$ cat config.mk
export PLATFORM = sky130hd
export DESIGN_NAME = svm_host
export DESIGN_NICKNAME = d
export VERILOG_FILES = /design/src/rtl/svm_host.sv
export SDC_FILE = /design/constraint.sdc
export NUM_CORES = 1
export LEC_CHECK = 0
export ABC_AREA = 1
export CELL_PAD_IN_SITES_DETAIL_PLACEMENT = 1
export CELL_PAD_IN_SITES_GLOBAL_PLACEMENT = 2
export CORE_MARGIN = 2
export CORE_UTILIZATION = 37
export DETAILED_ROUTE_END_ITERATION = 7
export DONT_BUFFER_PORTS = 1
export PLACE_DENSITY_LB_ADDON = 0.2
export SETUP_SLACK_MARGIN = 0.02
export SLEW_MARGIN = 20
export SYNTH_ARGS = -nofsm -noshare
export SYNTH_HDL_FRONTEND = slang
export SYNTH_SLANG_ARGS = --single-unit
$ cat constraint.sdc
create_clock -name clk -period 2.6 [get_ports clk]
set_input_delay 0.39 -clock clk [delete_from_list [all_inputs] [get_ports clk]]
set_output_delay 0.39 -clock clk [all_outputs]
set_load 0.05 [all_outputs]
$ cat src/rtl/svm_host.sv
// svm_host: host-side driver for the svm classifier load/stream protocol.
// Holds alpha + NSVS weights, buffers (x,y) samples in a FIFO, runs the
// start/alpha/weights/stream session and counts returned labels.
// Optional build macro: SVM_HOST_ZERO_IDLE_EN -- zero alpha/weight/x/y
// outside their own phase instead of holding the last driven value.
module svm_host #(
  parameter int NSVS       = 6,
  parameter int ALPHA_BW   = 16,
  parameter int WEIGHT_BW  = 16,
  parameter int DATA_BW    = 16,
  parameter int FIFO_DEPTH = 8,
  parameter int CNT_BW     = 16
) (
  input  logic                 clk,
  input  logic                 reset,
  input  logic                 cfg_we,
  input  logic [2:0]           cfg_addr,
  input  logic [15:0]          cfg_wdata,
  input  logic                 run,
  input  logic                 s_valid,
  output logic                 s_ready,
  input  logic [DATA_BW-1:0]   s_x,
  input  logic [DATA_BW-1:0]   s_y,
  output logic                 svm_start,
  output logic [ALPHA_BW-1:0]  svm_alpha,
  output logic [WEIGHT_BW-1:0] svm_weight,
  output logic                 svm_de,
  output logic [DATA_BW-1:0]   svm_x,
  output logic [DATA_BW-1:0]   svm_y,
  input  logic                 svm_de_out,
  input  logic                 svm_label,
  output logic                 busy,
  output logic                 lbl_valid,
  output logic                 lbl,
  output logic [CNT_BW-1:0]    lbl_count
);
  localparam int AW  = $clog2(FIFO_DEPTH);
  localparam int OBW = 8;
  localparam logic [2:0]      ALPHA_ADDR = 3'(NSVS);
  localparam logic [2:0]      LAST_IDX   = 3'(NSVS - 1);
  localparam logic [2:0]      IDX_ONE    = 3'd1;
  localparam logic [AW-1:0]   PTR_ONE    = 1;
  localparam logic [AW:0]     CNT_ONE    = 1;
  localparam logic [AW:0]     FULL_CNT   = FIFO_DEPTH;
  localparam logic [OBW-1:0]  OUT_ONE    = 1;
  localparam logic [CNT_BW-1:0] LC_ONE   = 1;

  typedef enum logic [2:0] {S_IDLE, S_START, S_WEIGHTS, S_STREAM, S_DRAIN} state_t;

  state_t                                   state_q, state_d;
  logic [2:0]                               idx_q, idx_d;
  logic [ALPHA_BW-1:0]                      alpha_q, alpha_d;
  logic [NSVS-1:0][WEIGHT_BW-1:0]           w_q, w_d;
  logic [FIFO_DEPTH-1:0][2*DATA_BW-1:0]     mem_q, mem_d;
  logic [AW-1:0]                            wp_q, wp_d, rp_q, rp_d;
  logic [AW:0]                              fcnt_q, fcnt_d;
  logic [OBW-1:0]                           outst_q, outst_d;
  logic                                     s_ready_q, s_ready_d;
  logic                                     start_q, start_d;
  logic [ALPHA_BW-1:0]                      alpha_o_q, alpha_o_d;
  logic [WEIGHT_BW-1:0]                     weight_o_q, weight_o_d;
  logic                                     de_q, de_d;
  logic [DATA_BW-1:0]                       x_q, x_d, y_q, y_d;
  logic                                     busy_q, busy_d;
  logic                                     lbl_valid_q, lbl_valid_d;
  logic                                     lbl_q, lbl_d;
  logic [CNT_BW-1:0]                        lbl_count_q, lbl_count_d;
  logic                                     push, pop;

  // Next-state, FIFO bookkeeping, coefficient writes and registered outputs
  always_comb begin
    state_d     = state_q;
    idx_d       = idx_q;
    alpha_d     = alpha_q;
    w_d         = w_q;
    mem_d       = mem_q;
    wp_d        = wp_q;
    rp_d        = rp_q;
    fcnt_d      = fcnt_q;
    outst_d     = outst_q;
    start_d     = 1'b0;
    de_d        = 1'b0;
`ifdef SVM_HOST_ZERO_IDLE_EN
    alpha_o_d   = '0;
    weight_o_d  = '0;
    x_d         = '0;
    y_d         = '0;
`else
    alpha_o_d   = alpha_o_q;
    weight_o_d  = weight_o_q;
    x_d         = x_q;
    y_d         = y_q;
`endif
    push        = s_valid && s_ready_q;
    pop         = (state_q == S_STREAM);

    // Coefficients are only writable between sessions
    if (cfg_we && state_q == S_IDLE) begin
      if (cfg_addr == ALPHA_ADDR)     alpha_d = cfg_wdata[ALPHA_BW-1:0];
      else if (cfg_addr < ALPHA_ADDR) w_d[cfg_addr] = cfg_wdata[WEIGHT_BW-1:0];
    end

    // Labels in flight: issue adds one, arrival removes one
    if (pop && !svm_de_out)      outst_d = outst_q + OUT_ONE;
    else if (!pop && svm_de_out) outst_d = outst_q - OUT_ONE;

    case (state_q)
      S_IDLE: begin
        if (run && fcnt_q != '0) begin
          start_d = 1'b1;
          state_d = S_START;
        end
      end
      S_START: begin
        alpha_o_d = alpha_q;
        idx_d     = '0;
        state_d   = S_WEIGHTS;
      end
      S_WEIGHTS: begin
        weight_o_d = w_q[idx_q];
        if (idx_q == LAST_IDX) state_d = S_STREAM;
        else                   idx_d   = idx_q + IDX_ONE;
      end
      S_STREAM: begin
        de_d       = 1'b1;
        {x_d, y_d} = mem_q[rp_q];
        // Leave when this pop drains the FIFO or the host withdraws run
        if ((fcnt_q == CNT_ONE && !push) || !run) state_d = S_DRAIN;
      end
      S_DRAIN: begin
        if (outst_d == '0) state_d = S_IDLE;
      end
      default: state_d = S_IDLE;
    endcase

    if (push) begin
      mem_d[wp_q] = {s_x, s_y};
      wp_d        = wp_q + PTR_ONE;
    end
    if (pop) rp_d = rp_q + PTR_ONE;
    if (push && !pop)      fcnt_d = fcnt_q + CNT_ONE;
    else if (!push && pop) fcnt_d = fcnt_q - CNT_ONE;
    s_ready_d = (fcnt_d != FULL_CNT);

    busy_d      = (state_d != S_IDLE);
    lbl_valid_d = svm_de_out;
    lbl_d       = svm_de_out ? svm_label : lbl_q;
    lbl_count_d = svm_de_out ? lbl_count_q + LC_ONE : lbl_count_q;
  end

  // Control/output registers with synchronous reset
  always_ff @(posedge clk) begin
    if (reset) begin
      state_q     <= S_IDLE;
      idx_q       <= '0;
      alpha_q     <= '0;
      w_q         <= '0;
      wp_q        <= '0;
      rp_q        <= '0;
      fcnt_q      <= '0;
      outst_q     <= '0;
      s_ready_q   <= 1'b1;
      start_q     <= 1'b0;
      alpha_o_q   <= '0;
      weight_o_q  <= '0;
      de_q        <= 1'b0;
      x_q         <= '0;
      y_q         <= '0;
      busy_q      <= 1'b0;
      lbl_valid_q <= 1'b0;
      lbl_q       <= 1'b0;
      lbl_count_q <= '0;
    end else begin
      state_q     <= state_d;
      idx_q       <= idx_d;
      alpha_q     <= alpha_d;
      w_q         <= w_d;
      wp_q        <= wp_d;
      rp_q        <= rp_d;
      fcnt_q      <= fcnt_d;
      outst_q     <= outst_d;
      s_ready_q   <= s_ready_d;
      start_q     <= start_d;
      alpha_o_q   <= alpha_o_d;
      weight_o_q  <= weight_o_d;
      de_q        <= de_d;
      x_q         <= x_d;
      y_q         <= y_d;
      busy_q      <= busy_d;
      lbl_valid_q <= lbl_valid_d;
      lbl_q       <= lbl_d;
      lbl_count_q <= lbl_count_d;
    end
  end

  // Sample storage; emptiness is tracked by the pointers, so no reset needed
  always_ff @(posedge clk) begin
    mem_q <= mem_d;
  end

  assign s_ready    = s_ready_q;
  assign svm_start  = start_q;
  assign svm_alpha  = alpha_o_q;
  assign svm_weight = weight_o_q;
  assign svm_de     = de_q;
  assign svm_x      = x_q;
  assign svm_y      = y_q;
  assign busy       = busy_q;
  assign lbl_valid  = lbl_valid_q;
  assign lbl        = lbl_q;
  assign lbl_count  = lbl_count_q;
endmodule

[Word-level counts from Yosys, hierarchy flattened]
Cells that the tools add are included.
Widths: inputs -> output; s select.
Word-level totals
  register bits after elaboration: 478
  latch bits: 0
  bits in writable memories: 0
  bits in read-only memories: 0
  input port bits: 58
  output and inout bits: 86
  logic and storage cells: 105
  memories kept: 0
Operators by class
  $add $sub $neg: 8
  multipliers: 0
  divide/modulo/power cells: 0
  magnitude comparators: 7
  equality and inequality tests: 9
  shift operators: 0
  mux-type cells: 23
  bitwise gates (word level): 2
  reduce and logical (&&, ||, !) cells: 24
Operators with widths (number)
  $bwmux 256: 1
  $bmux 32 s3: 1
  $bwmux 96: 1
  $demux 32 s3: 1
  $mux 32: 2
  $bmux 16 s3: 1
  $demux 16 s3: 1
  $mux 16: 2
  $add 16x1->16 const B: 1
  $lt 3x4->1 const B: 4
  $mux 8: 2
  $mux 3: 5
  $pmux 3 s5: 1
  $logic_and 1x1->1: 10
  $add 3x1->3 const B: 3
  $eq 3x3->1 const B: 3
  $add 8x1->8 const B: 1
  $logic_not 8->1: 1
  $mux 4: 2
  $sub 8x1->8 const B: 1
  $eq 3x2->1 const B: 2
  $ge 3x1->1 const B: 2
  $pmux 3 s2: 1
  $add 4x1->4 const B: 1
  other kinds (17): 23

[Logic depth before layout (Yosys ltp)]
Gate-level depths: netlist of run 1.
  word-level depth: 9
  mapped depth: 15

[Worst setup path before layout of run 1]
Ideal clock, no wire load.
  path kind: flip-flop to flip-flop
  from: register s_ready_q (netlist: s_ready)
  to: register mem_q[0] (netlist bit) (enable)
  arrival time: 2.470 ns
  slack: -0.291 ns
  stages on the path, launching flop included: 5
  period minus slack after synthesis: 2.891 ns
  cells stage by stage: dfxtp_1 nand2_1 inv_1 nand2_1 nor2_1
Between the ends
  longest elaborated chain between the ends: 1
RTL lines
  from (decl): line 58  | logic s_ready_q, s_ready_d;
  from (signal assigned): line 182  | s_ready_q <= s_ready_d;
  $logic_and 1x1->1: line 94  | push = s_valid && s_ready_q;
  to (signal assigned): line 198  | mem_q <= mem_d;
  to (decl): line 54  | logic [FIFO_DEPTH-1:0][2*DATA_BW-1:0] mem_q, mem_d;
No other way between the ends.
A chain may end at the register's enable or synchronous reset.

[Worst setup path after layout of run 1]
  from: register state_q[0]
  to: register w_q[34] (netlist bit)
Between the ends
  longest elaborated chain between the ends: 3
RTL lines
  from (decl): line 50  | state_t state_q, state_d;
  from (signal assigned): line 174  | state_q <= state_d;
  $logic_not 3->1: line 98  | if (cfg_we && state_q == S_IDLE) begin
  $logic_and 1x1->1: line 98
  $reduce_and 3->1 (no source line)
  to (signal assigned): line 177  | w_q <= w_d;
  to (decl): line 53  | logic [NSVS-1:0][WEIGHT_BW-1:0] w_q, w_d;
No other way between the ends.

==> results.toml, run 1 <==
[timing]
hold_viol = 0
max_freq_mhz = 496
fin_skew_ns = 0.0196
setup_violations = 0
period_minus_slack_ns = 2.02
relSlewSlack = 0.509
period_share = 0.775
rsz0062_at_grt = "no"
worst_pin_slew_ns = 0.736
report.final.slew_viol_count = 0

[detailed_routing]
wl_mm = 52.9
drcViolationCount = 0
num_vias = 13900
dr.pass1.iters = 5
wl_per_cell_um = 20.1
avgViaCountPerCell = 5.27
ant_nets = 0
drt_iter0_markers = 722

[synthesis]
synth-edff-count = 256
yosys.cell_count.top_type = "nor2_1"
netlist-cell-type-count = 39
synth_area_um2 = 18700
netlist_top_cells_count = "nor2_1, o21ai_0, edfxtp_1, dfxtp_1, nand2_1"
yosys.area.top_type = "edfxtp_1"
syn_inst = 1860
synth_top_area_share = 0.411
ys_warn_count = 0
syn_nets = 1928
yosys_most_used_dff = "edfxtp_1"
avgSynthCellArea_um2 = 10.1
ys_ff_latch = 478
async_flop_share = 0
synthTopCellsByArea = "edfxtp_1, dfxtp_1, nor2_1"
yosysSeqAreaShare = 0.648

[worst_setup_path]
slowest_stage = "dfxtp_1"
startpoint_type = "register"
crit_fanout = 17
cp_slowest_stage_delay_ns = 0.37
crit_type = "register to register"
cp.required_ns = 3.10
cp_common_cell = "nor2_1"
cp.arrival_ns = 2.51
crit_chain = "nor2_1 -> nand2_1 -> inv_2 -> nand2_1 -> nor2_1 -> inv_2 -> nor2_4 -> inv_1 -> nor2_1 -> nor2_1"
crit_family = "simple AND/OR/NAND/NOR gates"
cp-end-kind = "register"
path_buf_inv = 3

[pwr]
leakagePower_nw = 7.88
p_per_area_nw_per_um2 = 819
ir_drop_v = 0.000464

[cts]
htree_num_levels = 2
clk-insertion-delay-late_ns = 0.61
path_clk_slew_ns = 0.06
numCtsBuffers = 54
cts_tree = "yes"
clock_path_buffers = 3
cts-root-buf = "clkbuf_16"
post_cts_buffers = 0
cts_sinks = 478

[die]
initial_utilization = 0.374
core_area_um2 = 50100
fp.dieH_um = 229
dieArea_um2 = 52400
rows = 82
ios = 144
die_w_um = 229

[global_route]
antenna_found_initial = 3
grt_max_degree = 89
grt_pass1_wl_mm = 83.4
overflow = 0
grt_pass1_vias = 14400
grt_use_total = 0.202

[status]
status = "completed"

[finish]
instances_no_fill = 2633
area_growth_pct = 18.6
nets = 1981
drive_above_1_share = 0.0898
fin_area_um2 = 22200

[worst_hold_path]
hold_class = "input pin to register"

[placement]
place_area_um2 = 19800
placedCellCount = 2477
dp_hpwl_mm = 31.2
port_buffers = 0
gp_congestion = 0.748

[flow_run]
drv_cap = 0
layout by cell type, fill, tap and decap left out, types with 12 or more instances in the layout:
cell type,Yosys,routed
a21oi_1,56,56
a31oi_1,20,20
buf_12,0,14
buf_4,0,42
clkbuf_1,89,12
clkbuf_16,0,56
dfxtp_1,222,219
dlygate4sd3_1,0,51
edfxtp_1,256,256
inv_1,66,65
mux2i_1,32,32
nand2_1,98,98
nand3_1,20,20
nor2_1,473,465
nor3_1,23,23
o21a_1,16,16
o21ai_0,337,337
o221ai_1,21,21
o22ai_1,39,39
o32ai_1,21,21
routing by layer:
metal  GRT usage  wire length [um]  vias up
li1            -                 -     6624
met1       0.273             25000     6979
met2       0.339             24900      207
met3      0.0362              2180       69
met4      0.0481               853        2
met5           0                13        -
area by class of cell:
class                      count  area (um^2)
antenna                        2         5.00
clock buffer                  79         1600
clock inverter                23          270
fill                        5597        27900
inverter                      74          282
multi-input combinational   1197         5940
sequential                   478        12100
tap                          672          841
timing repair buffer         108         1110
cells by family after synthesis:
family | after synthesis | share of synthesized area
AO/OA/AOI/OAI | 517 | 0.154
XOR/XNOR | 5 | 0.00234
adder cells (fa/ha/maj) | 10 | 0.00669
buffers and inverters | 185 | 0.0382
flip-flops | 478 | 0.648
multiplexers | 32 | 0.0171
AND/OR/NAND/NOR | 633 | 0.134
worst min-delay path: stages:
cell	delay (ns)
nand2_1	0.05
nand3_1	0.10
a21oi_1	0.07
report_power, final:
part / switching, W / internal (W)
sequential: 0.000534 / 0.00831
combinational: 0.00101 / 0.000473
clock: 0.00316 / 0.00469
through the flow:
step / TNS [ns] / util / total power, W / worst slack (ns) / hold slack, ns
CTS: 0 / 0.443 / 0.0184 / 0.183 / 0.0235
finish: 0 / 0.443 / 0.0182 / 0.585 / 0.0597
floorplan: -37.20 / - / 0.00984 / -0.291 / 0.429
global route: 0 / 0.443 / 0.0189 / 0.286 / 0.0646
detailed placement: 0 / 0.395 / 0.0103 / 0.177 / 0.459
global placement: 0 / 0.395 / 0.0103 / 0.224 / 0.454
registers in the layout, indices dropped and copies added (netlist names), 3 cells and up:
name        flops
svm_alpha      16
outst_q         8
state_q         3
lbl_count      16
svm_y          16
idx_q           3
svm_x          16
w_q            96
svm_weight     16
mem_q         256
alpha_q        16
wp_q            3
rp_q            3
fcnt_q          4
final timing paths:
kind                              start                    end  slack (ns)  cells after the start
hold reg to reg    w_q[31]$_SDFFE_PP0P_   w_q[31]$_SDFFE_PP0P_        0.46                      2
hold / removal               svm_de_out  outst_q[1]$_SDFF_PP0_        0.06                      3
setup / recovery  state_q[0]$_SDFF_PP0_   w_q[34]$_SDFFE_PP0P_        0.58                     10
setup reg to reg  state_q[0]$_SDFF_PP0_   w_q[34]$_SDFFE_PP0P_        0.58                     10
what timing repair did:
item	CTS	global route
endpoints found under the hold margin	397	0
resized for setup	0	1
hold buffers	52	0
setup endpoints to repair	0	16
Note: power is estimated with default switching activity, not from simulation.
==> run 2: changes to the inputs <==
CORE_UTILIZATION = 41   (was 37)
clock period = 2.01 ns   (was 2.6 ns; I/O delays follow)
==> results.toml, run 2 (same netlist as run 1, synthesis figures left out) <==
[detailed_routing]
wl_mm = 52.9
drt_iter0_markers = 835
dr.pass1.iters = 5
avgViaCountPerCell = 5.39
num_vias = 13800
ant_nets = 0
wl_per_cell_um = 20.6
drcViolationCount = 0

[global_route]
use_met2 = 0.376
use_met3 = 0.0452
grt_pass1_wl_mm = 82.8
grtUsageMet1 = 0.295
grt_max_degree = 82
grt-busiest-layer = "met2"
grt_pass1_vias = 14400
overflow = 0
antenna_found_initial = 5
grt_use_total = 0.224

[die]
dieArea_um2 = 47400
initial_utilization = 0.414
core_area_um2 = 45200
ios = 144
die_w_um = 218
fp.dieH_um = 218
rows = 78

[timing]
relSlewSlack = 0.527
setup_tns_ns = 0
period_share = 0.920
fin_skew_ns = 0.0147
setup_violations = 0
report.final.slew_viol_count = 0
rsz0062_at_grt = "yes"
worst_pin_slew_ns = 0.708
max_freq_mhz = 541
whs_ns = 0.0300
period_minus_slack_ns = 1.85
hold_viol = 0

[worst_setup_path]
slowest_stage = "dfxtp_2"
startpoint_type = "register"
crit_fanout = 13
cp.arrival_ns = 2.33
crit_type = "register to register"
cp_common_cell = "nor2_1"
cp-end-kind = "register"
cp.required_ns = 2.49
crit_chain = "nor2_1 -> nand2_1 -> inv_2 -> nand2_1 -> nor2_1 -> nand2_2 -> buf_4 -> o21ai_0 -> nor2_1"
cp_slowest_stage_delay_ns = 0.35

[finish]
largest_register_ffs = 256
nFillCells = 4902
layout_commonest_cell = "nor2_1"
drive_above_1_share = 0.0889
area_growth_pct = 18.0
instances_no_fill = 2561
largestRegisters = "mem_q: 256 flops, w_q: 96 flops"
nets = 1984
layout_common_cells = "nor2_1, o21ai_0, edfxtp_1"
largest-register = "mem_q"
fin_area_um2 = 22100

[placement]
placedCellCount = 2409
dp_hpwl_mm = 30.8
gp_congestion = 0.787
port_buffers = 0
place_area_um2 = 19800

[cts]
clk-insertion-delay-late_ns = 0.60
cts_tree = "yes"
path_clk_slew_ns = 0.06
numCtsBuffers = 50
cts_sinks = 478
cts-root-buf = "clkbuf_16"
htree_num_levels = 2
clock_path_buffers = 3

[status]
status = "completed"

[pwr]
ir_drop_v = 0.000582
p_total_w = 0.0228
p_per_area_nw_per_um2 = 1030
leakagePower_nw = 7.85

[flow_run]
drv_cap = 0

[worst_hold_path]
hold_class = "input pin to register"
==> run 2: timing repair <==
item / CTS / global route
endpoints found under the setup margin: 0 / 22
setup buffers: 0 / 1
hold buffers: 54 / 0
hold endpoints to repair: 412 / 0
resized for setup: 0 / 11
==> run 2: through the flow <==
stage	utilization	setup slack (ns)
6_report	0.489	0.161
4_1_cts	0.488	0.0420
2_1_floorplan	-	-0.107
3_5_place_dp	0.439	0.132
5_1_grt	0.489	0.0158
3_3_place_gp	0.439	0.230
==> run 2: worst paths after layout <==
path / start / endpoint / slack, ns / cells after the start
setup / recovery: state_q[0]$_SDFF_PP0_ / w_q[88]$_SDFFE_PP0P_ / 0.16 / 9
hold / removal: svm_de_out / lbl_count[9]$_SDFFE_PP0P_ / 0.03 / 4
setup reg to reg: state_q[0]$_SDFF_PP0_ / w_q[88]$_SDFFE_PP0P_ / 0.16 / 9
hold reg to reg: w_q[95]$_SDFFE_PP0P_ / w_q[95]$_SDFFE_PP0P_ / 0.46 / 2
==> run 2: worst max-delay path, delay by kind of cell (launching register included) <==
kind	cells	cell delay, ns
and+or+nand+nor	6	0.86
DFF	1	0.35
AOI/OAI and AO/OA	1	0.20
buffers and inverters	2	0.31
==> run 2: power by group <==
group	internal [W]	switching, W
sequential	0.0108	0.000696
combinational	0.000646	0.00130
clock	0.00550	0.00385
==> run 2: routing by layer <==
metal	vias to the layer above	share of wire
met5	-	0.00049
met4	4	0.020
met3	73	0.042
met2	202	0.48
met1	6908	0.46
li1	6623	-
==> run 2: cell type report <==
type                            count  area (um^2)  share of cell area
Clock inverter                     12          154             0.00697
Sequential cell                   478        12100               0.550
Multi-Input combinational cell   1197         5960               0.270
Tap cell                          600          751              0.0340
Clock buffer                       82         1500              0.0681
Antenna cell                        3         7.51            0.000340
Timing Repair Buffer              115         1270              0.0577
Inverter                           74          280              0.0127
